<file path="src/rtl/clock_pkg.sv">
`default_nettype none
// ============================================================================
// Module   : clock_pkg
// Purpose  : Shared FSM state encoding and display status codes for the clock.
// Revision : 1.0  initial release
// ============================================================================
package clock_pkg;

    typedef enum logic [1:0] {
        ST_RUN        = 2'd0,
        ST_SET_HOUR   = 2'd1,
        ST_SET_MINUTE = 2'd2,
        ST_STOP       = 2'd3
    } clock_state_t;

    localparam logic [2:0] SHOW_TIME   = 3'd0;
    localparam logic [2:0] SHOW_MINUTE = 3'd2;
    localparam logic [2:0] SHOW_HOUR   = 3'd3;
    localparam logic [2:0] SHOW_STOP   = 3'd6;

    function automatic logic [2:0] status_of(input clock_state_t state);
        logic [2:0] code;
        case (state)
            ST_SET_HOUR:   code = SHOW_HOUR;
            ST_SET_MINUTE: code = SHOW_MINUTE;
            ST_STOP:       code = SHOW_STOP;
            default:       code = SHOW_TIME;
        endcase
        return code;
    endfunction

endpackage
`default_nettype wire

</file>
<file path="src/rtl/key_debounce.sv">
`default_nettype none
// ============================================================================
// Module   : key_debounce
// Purpose  : Two-flop synchronizer, stability-count debounce and registered
//            rising-edge press pulse for one raw push-button.
// Revision : 1.0  initial release
// ============================================================================
module key_debounce #(
    parameter int DEBOUNCE_CYCLES = 1024
) (
    input  logic clk,
    input  logic rst_n,
    input  logic key,
    output logic level,
    output logic press
);

    localparam int c_cnt_w = (DEBOUNCE_CYCLES > 2) ? $clog2(DEBOUNCE_CYCLES) : 1;
    localparam logic [c_cnt_w-1:0] c_cnt_last = c_cnt_w'(DEBOUNCE_CYCLES - 1);

    logic               r_sync1;
    logic               r_sync2;
    logic               r_level;
    logic               r_level_d;
    logic               r_press;
    logic [c_cnt_w-1:0] r_cnt;

    always_ff @(posedge clk or negedge rst_n) begin
        if (!rst_n) begin
            r_sync1   <= 1'b0;
            r_sync2   <= 1'b0;
            r_level   <= 1'b0;
            r_level_d <= 1'b0;
            r_press   <= 1'b0;
            r_cnt     <= '0;
        end else begin
            r_sync1   <= key;
            r_sync2   <= r_sync1;
            r_level_d <= r_level;
            r_press   <= r_level & ~r_level_d;
            // Any return to agreement restarts the stability window.
            if (r_sync2 == r_level) begin
                r_cnt <= '0;
            end else if (r_cnt == c_cnt_last) begin
                r_level <= r_sync2;
                r_cnt   <= '0;
            end else begin
                r_cnt <= r_cnt + 1'b1;
            end
        end
    end

    assign level = r_level;
    assign press = r_press;

endmodule
`default_nettype wire

</file>
<file path="src/rtl/clock_key_ctrl.sv">
`default_nettype none
// ============================================================================
// Module   : clock_key_ctrl
// Purpose  : Key conditioning, mode FSM, blink phase and adjust pulses for the
//            digital clock. Define KEY_AUTOREPEAT_EN for increment auto-repeat.
// Revision : 1.0  initial release
// ============================================================================
module clock_key_ctrl #(
    parameter int DEBOUNCE_CYCLES = 1024,
    parameter int BLINK_CYCLES    = 16384,
    parameter int REPEAT_DELAY    = 32768,
    parameter int REPEAT_PERIOD   = 4096
) (
    input  logic       clk,
    input  logic       rst_n,
    input  logic       key_mode,
    input  logic       key_inc,
    output logic [2:0] status,
    output logic       run_en,
    output logic       hour_inc,
    output logic       minute_inc,
    output logic       second_clr,
    output logic       blink
);

    import clock_pkg::*;

    localparam int c_blink_w = $clog2(BLINK_CYCLES + 1);
    localparam logic [c_blink_w-1:0] c_blink_last = c_blink_w'(BLINK_CYCLES - 1);

    logic         w_mode_level;
    logic         w_mode_press;
    logic         w_inc_level;
    logic         w_inc_press;
    logic         w_inc_fire;
    logic         w_unused;

    clock_state_t r_state;
    clock_state_t w_state_next;
    logic         r_hour_inc;
    logic         r_minute_inc;
    logic         r_second_clr;
    logic         w_hour_inc_next;
    logic         w_minute_inc_next;
    logic         w_second_clr_next;
    logic         w_next_in_set;

    logic [c_blink_w-1:0] r_blink_cnt;
    logic                 r_blink;

    key_debounce #(.DEBOUNCE_CYCLES(DEBOUNCE_CYCLES)) u_key_mode (
        .clk   (clk),
        .rst_n (rst_n),
        .key   (key_mode),
        .level (w_mode_level),
        .press (w_mode_press)
    );

    key_debounce #(.DEBOUNCE_CYCLES(DEBOUNCE_CYCLES)) u_key_inc (
        .clk   (clk),
        .rst_n (rst_n),
        .key   (key_inc),
        .level (w_inc_level),
        .press (w_inc_press)
    );

`ifdef KEY_AUTOREPEAT_EN
    localparam int c_rep_max = (REPEAT_DELAY > REPEAT_PERIOD) ? REPEAT_DELAY : REPEAT_PERIOD;
    localparam int c_rep_w   = $clog2(c_rep_max + 1);
    localparam logic [c_rep_w-1:0] c_rep_delay_last  = c_rep_w'(REPEAT_DELAY - 1);
    localparam logic [c_rep_w-1:0] c_rep_period_last = c_rep_w'(REPEAT_PERIOD - 1);

    logic               r_rep_active;
    logic               r_rep_periodic;
    logic [c_rep_w-1:0] r_rep_cnt;
    logic               w_rep_hold;
    logic               w_rep_fire;

    assign w_rep_hold = w_inc_level && !w_mode_press &&
                        ((r_state == ST_SET_HOUR) || (r_state == ST_SET_MINUTE));
    assign w_rep_fire = r_rep_active && w_rep_hold &&
                        (r_rep_cnt == (r_rep_periodic ? c_rep_period_last : c_rep_delay_last));

    // Counts from the edge that issued the press pulse; first gap is the delay.
    always_ff @(posedge clk or negedge rst_n) begin
        if (!rst_n) begin
            r_rep_active   <= 1'b0;
            r_rep_periodic <= 1'b0;
            r_rep_cnt      <= '0;
        end else if (!w_rep_hold) begin
            r_rep_active   <= 1'b0;
            r_rep_periodic <= 1'b0;
            r_rep_cnt      <= '0;
        end else if (w_inc_press) begin
            r_rep_active   <= 1'b1;
            r_rep_periodic <= 1'b0;
            r_rep_cnt      <= '0;
        end else if (w_rep_fire) begin
            r_rep_periodic <= 1'b1;
            r_rep_cnt      <= '0;
        end else if (r_rep_active) begin
            r_rep_cnt      <= r_rep_cnt + 1'b1;
        end
    end

    assign w_inc_fire = w_inc_press | w_rep_fire;
    assign w_unused   = w_mode_level;
`else
    assign w_inc_fire = w_inc_press;
    assign w_unused   = ^{w_mode_level, w_inc_level, REPEAT_DELAY[0], REPEAT_PERIOD[0]};
`endif

    always_ff @(posedge clk or negedge rst_n) begin
        if (!rst_n) begin
            r_state      <= ST_RUN;
            r_hour_inc   <= 1'b0;
            r_minute_inc <= 1'b0;
            r_second_clr <= 1'b0;
        end else begin
            r_state      <= w_state_next;
            r_hour_inc   <= w_hour_inc_next;
            r_minute_inc <= w_minute_inc_next;
            r_second_clr <= w_second_clr_next;
        end
    end

    // A mode press takes priority, so a coincident increment is dropped.
    always_comb begin
        w_state_next      = r_state;
        w_hour_inc_next   = 1'b0;
        w_minute_inc_next = 1'b0;
        w_second_clr_next = 1'b0;
        if (w_mode_press) begin
            case (r_state)
                ST_RUN:        w_state_next = ST_SET_HOUR;
                ST_SET_HOUR:   w_state_next = ST_SET_MINUTE;
                ST_SET_MINUTE: w_state_next = ST_STOP;
                default: begin
                    w_state_next      = ST_RUN;
                    w_second_clr_next = 1'b1;
                end
            endcase
        end else if (w_inc_fire) begin
            w_hour_inc_next   = (r_state == ST_SET_HOUR);
            w_minute_inc_next = (r_state == ST_SET_MINUTE);
        end
    end

    assign w_next_in_set = (w_state_next == ST_SET_HOUR) || (w_state_next == ST_SET_MINUTE);

    always_ff @(posedge clk or negedge rst_n) begin
        if (!rst_n) begin
            r_blink_cnt <= '0;
            r_blink     <= 1'b1;
        end else if (!w_next_in_set || (w_state_next != r_state)) begin
            r_blink_cnt <= '0;
            r_blink     <= 1'b1;
        end else if (r_blink_cnt == c_blink_last) begin
            r_blink_cnt <= '0;
            r_blink     <= ~r_blink;
        end else begin
            r_blink_cnt <= r_blink_cnt + 1'b1;
        end
    end

    assign status     = status_of(r_state);
    assign run_en     = (r_state == ST_RUN);
    assign hour_inc   = r_hour_inc;
    assign minute_inc = r_minute_inc;
    assign second_clr = r_second_clr;
    assign blink      = r_blink;

endmodule
`default_nettype wire

</file>
<file path="config.mk">
export PLATFORM = sky130hd
export DESIGN_NAME = clock_key_ctrl
export DESIGN_NICKNAME = d
export VERILOG_FILES = /design/src/rtl/clock_pkg.sv /design/src/rtl/key_debounce.sv /design/src/rtl/clock_key_ctrl.sv
export SDC_FILE = /design/constraint.sdc
export NUM_CORES = 1
export LEC_CHECK = 0
export CAP_MARGIN = 20
export CORE_UTILIZATION = 59
export CTS_BUF_LIST = sky130_fd_sc_hd__clkbuf_8 sky130_fd_sc_hd__clkbuf_16
export DETAILED_ROUTE_END_ITERATION = 6
export GPL_TIMING_DRIVEN = 1
export PLACE_DENSITY = 0.89
export SYNTH_ARGS = -nofsm -noshare
export SYNTH_HDL_FRONTEND = slang
export SYNTH_HIERARCHICAL = 1
export SYNTH_SLANG_ARGS = --single-unit
export TNS_END_PERCENT = 1
</file>
<file path="constraint.sdc">
create_clock -name clk -period 2.1 [get_ports clk]
set_input_delay 0.21 -clock clk [delete_from_list [all_inputs] [get_ports clk]]
set_output_delay 0.21 -clock clk [all_outputs]
set_load 0.005 [all_outputs]
</file>
==> flow_metrics.py <==
metrics = {
    "yosys": {
        "synth.avg_cell_area_um2": 11.29,
        "synth-edff-count": 0,
        "synth_simple_gate_area_frac": 0.2426,
        "yosys.area_share.adder": 0.05107,
        "mappedNetlistNets": 231,
        "netlist_area_um2": 2450,
        "synthTopCellsByArea": "dfrtp_1 51%, ha_1 5.1%, xnor2_1 5.0%, xor2_1 3.6%, nor2_1 2.8%",
        "ys_seq_elements": 51,
        "ys_seq_area_frac": 0.5215,
        "yosys.area.top_type": "dfrtp_1",
        "synth_cells": 217,
        "yosys-top-cells-count": "50 x dfrtp_1, 18 x nor2_1, 14 x xnor2_1",
        "synthArstFlopShare": 1.000,
        "muxShareOfSynthArea": 0.009193,
        "synth_cell_type_count": 38,
        "synth_compound_area_frac": 0.06691,
        "yosysMostFrequentCell": "dfrtp_1",
        "ys.flop_type": "dfrtp_1",
        "synth_top_area_share": 0.5107,
        "synth-xor-area-share": 0.08580,
        "synth_warnings": 6,
        "synth_top_family_by_area": "simple AND/OR/NAND/NOR gates",
    },
    "route": {
        "drc": 0,
        "dr_total_vias": 1634,
        "drt_iter0_drc": 81,
        "dr.pass1.iters": 4,
        "routedWlPerCell_um": 13.61,
        "ant_nets": 0,
        "vias_per_cell": 5.693,
        "drt-total-wl_um": 3905,
    },
    "pwr": {
        "leakage_nw": 1.155,
        "p_per_area_nw_per_um2": 606.9,
        "vdd_drop_max_v": 0.0004579,
    },
    "timing": {
        "rsz0062_at_grt": "no",
        "fin_crit_ns": 1.930,
        "slew_violations": 0,
        "setup_viol": 0,
        "clock_skew_ns": 0.008176,
        "final.setup.tns_ns": 0,
        "whs_ns": -0.007854,
        "slew_headroom": 0.5926,
        "period_share": 0.9188,
        "setup_slack_ns": 0.1704,
        "hold_viol_final": 5,
        "max_freq_mhz": 518.2,
        "tightest_slew_ns": 0.6111,
    },
    "global_routing": {
        "grt.total_usage": 0.2108,
        "grt_remaining_overflow": 0,
        "grt_max_degree": 52,
        "antenna_found_initial": 0,
        "first_global_vias": 1558,
        "grt_pass1_wl_um": 6865,
    },
    "layout": {
        "layout-drive-gt1-share": 0.1224,
        "synthToLayoutAreaGrowth_pct": 11.08,
        "final_core_util": 0.6803,
        "antenna-diode-count": 0,
        "finalNetCount": 250,
    },
    "clock_network": {
        "clk_latency_ns": 0.30,
        "cts.sinks": 51,
        "clockBufferDepth": 2,
        "numCtsBuffers": 5,
        "cts.clk_slew.worst_paths_ns": 0.09,
        "cts_setup_buffers": 0,
        "tritoncts": "yes",
        "cts_htree_levels": 2,
        "cts_root_buf": "clkbuf_8",
        "cts_hold_buffers": 0,
        "ctsResizeCount": 0,
    },
    "placement": {
        "hpwl_um": 2685,
        "place_congestion": 0.8101,
        "place_worst_setup_slack_ns": 0.2419,
        "port_buffers": 11,
    },
    "outcome": {
        "violations": "hold timing",
        "status": "complete, but fails checks",
    },
    "critical_path": {
        "cp-start-kind": "flip-flop",
        "cp_common_cell": "inv_1",
        "critical_path_class": "flip-flop to output port",
        "cp_slowest_stage_delay_ns": 0.50,
        "cp_cell_sequence": "inv_1 -> ha_1 -> inv_1 -> clkdlybuf4s50_1",
        "worstSetupEndpointType": "output port",
        "arrival_ns": 1.72,
        "cp.required_ns": 1.89,
        "cp_slowest_cell": "clkdlybuf4s50_1",
        "cp_max_fo": 7,
    },
    "die": {
        "core_um2": 4000,
        "io_pins": 12,
        "placementRows": 23,
        "fp.dieW_um": 66.44,
        "fp.dieH_um": 66.44,
        "start_util": 0.6124,
        "die_area_um2": 4414,
    },
    "worst_hold_path": {
        "hold_class": "input port to async pin",
    },
    "job": {
        "cap_violations": 0,
    },
}
power by group:
group | switching, mW | leakage, nW | total [mW] | internal [mW]
registers | 0.0128 | 0.695 | 1.01 | 0.994
clock network | 0.297 | 0.0557 | 0.593 | 0.296
logic | 0.0343 | 0.405 | 0.0513 | 0.0170
total | 0.344 | 1.16 | 1.65 | 1.31
worst max-delay path: cells and delay by family, from the launching register on:
kind	cells	cell delay (ns)
adders and majority gates	1	0.22
DFF	1	0.49
buffers and inverters	3	0.71
metal layers:
layer  part of all wire  vias to the layer above  wire, µm  track usage
met5                  0                        -         0            0
met4              0.019                        0        76      0.08777
met3              0.034                        8       132      0.06034
met2               0.51                       24      1975       0.3533
met1               0.44                      802      1720       0.2525
li1                   -                      800         -            -
flip-flops by register name (all words and copies together), names as in the netlist:
signal / cells
u_key_mode/r_sync2: 1
u_key_inc/press: 1
r_state: 2
r_blink_cnt: 15
u_key_mode/r_level_d: 1
u_key_mode/press: 1
u_key_mode/r_cnt: 10
u_key_inc/r_level_d: 1
hour_inc: 1
u_key_mode/r_sync1: 1
u_key_mode/level: 1
blink: 1
minute_inc: 1
u_key_inc/r_cnt: 10
second_clr: 1
u_key_inc/r_sync1: 1
u_key_inc/r_sync2: 1
u_key_inc/level: 1
through the flow:
| step | cell area (µm²) | power (mW) | cells |
|---|---|---|---|
| after floorplan | 2450 | 1.049 | 217 |
| after global placement | 2621 | 1.078 | 279 |
| after detailed placement | 2621 | 1.081 | 279 |
| after CTS | 2721 | 1.677 | 287 |
| after global routing | 2721 | 1.722 | 287 |
| final | 2721 | 1.652 | 287 |
final timing paths:
check                                   startpoint                 end  slack, ns  cells after the start
worst max-delay path                    r_state[0]           status[1]       0.17                      4
worst min-delay path                         rst_n          second_clr     -0.008                      2
worst max register to register          r_state[0]      r_blink_cnt[1]       0.17                      7
worst min register to register  u_key_mode/r_sync1  u_key_mode/r_sync2       0.35                      0
max in group asynchronous                    rst_n  u_key_inc/r_cnt[2]       1.69                      2
min in group clk                          key_mode  u_key_mode/r_sync1       0.34                      1
final cells by class:
cell class / instances / area (µm²)
Tap cell: 50 / 62.56
Fill cell: 289 / 1279
Timing Repair Buffer: 14 / 127.6
Inverter: 10 / 37.54
Clock buffer: 7 / 96.34
Sequential cell: 51 / 1277
Multi-Input combinational cell: 154 / 1116
Clock inverter: 1 / 3.754
layout by cell type (no fill, tap or decap), types with 3 or more instances in the layout:
cell             synthesis  final
or3_1                    6      6
nand4_1                  6      6
nor2_1                  18     18
inv_1                    8      9
xor2_1                  10     10
nand3_1                 13     13
xnor2_1                 14     14
or4_1                    4      4
o21ai_0                  7      7
nor3_1                  11     11
buf_4                    1      3
clkdlybuf4s50_1          0     10
nor4_2                   3      3
nor3_2                   4      4
nand2_1                 10     10
ha_1                    10     10
a21oi_1                 11     11
dfrtp_1                 50     50
clkbuf_8                 0      7
cells by family after synthesis:
group	after synthesis
buffers and inverters	12
flip-flops	51
AND/OR/NAND/NOR	93
multiplexers	2
AO/OA/AOI/OAI	25
adder cells (fa/ha/maj)	10
XOR/XNOR	24
Power figures use the tool's default switching activity.
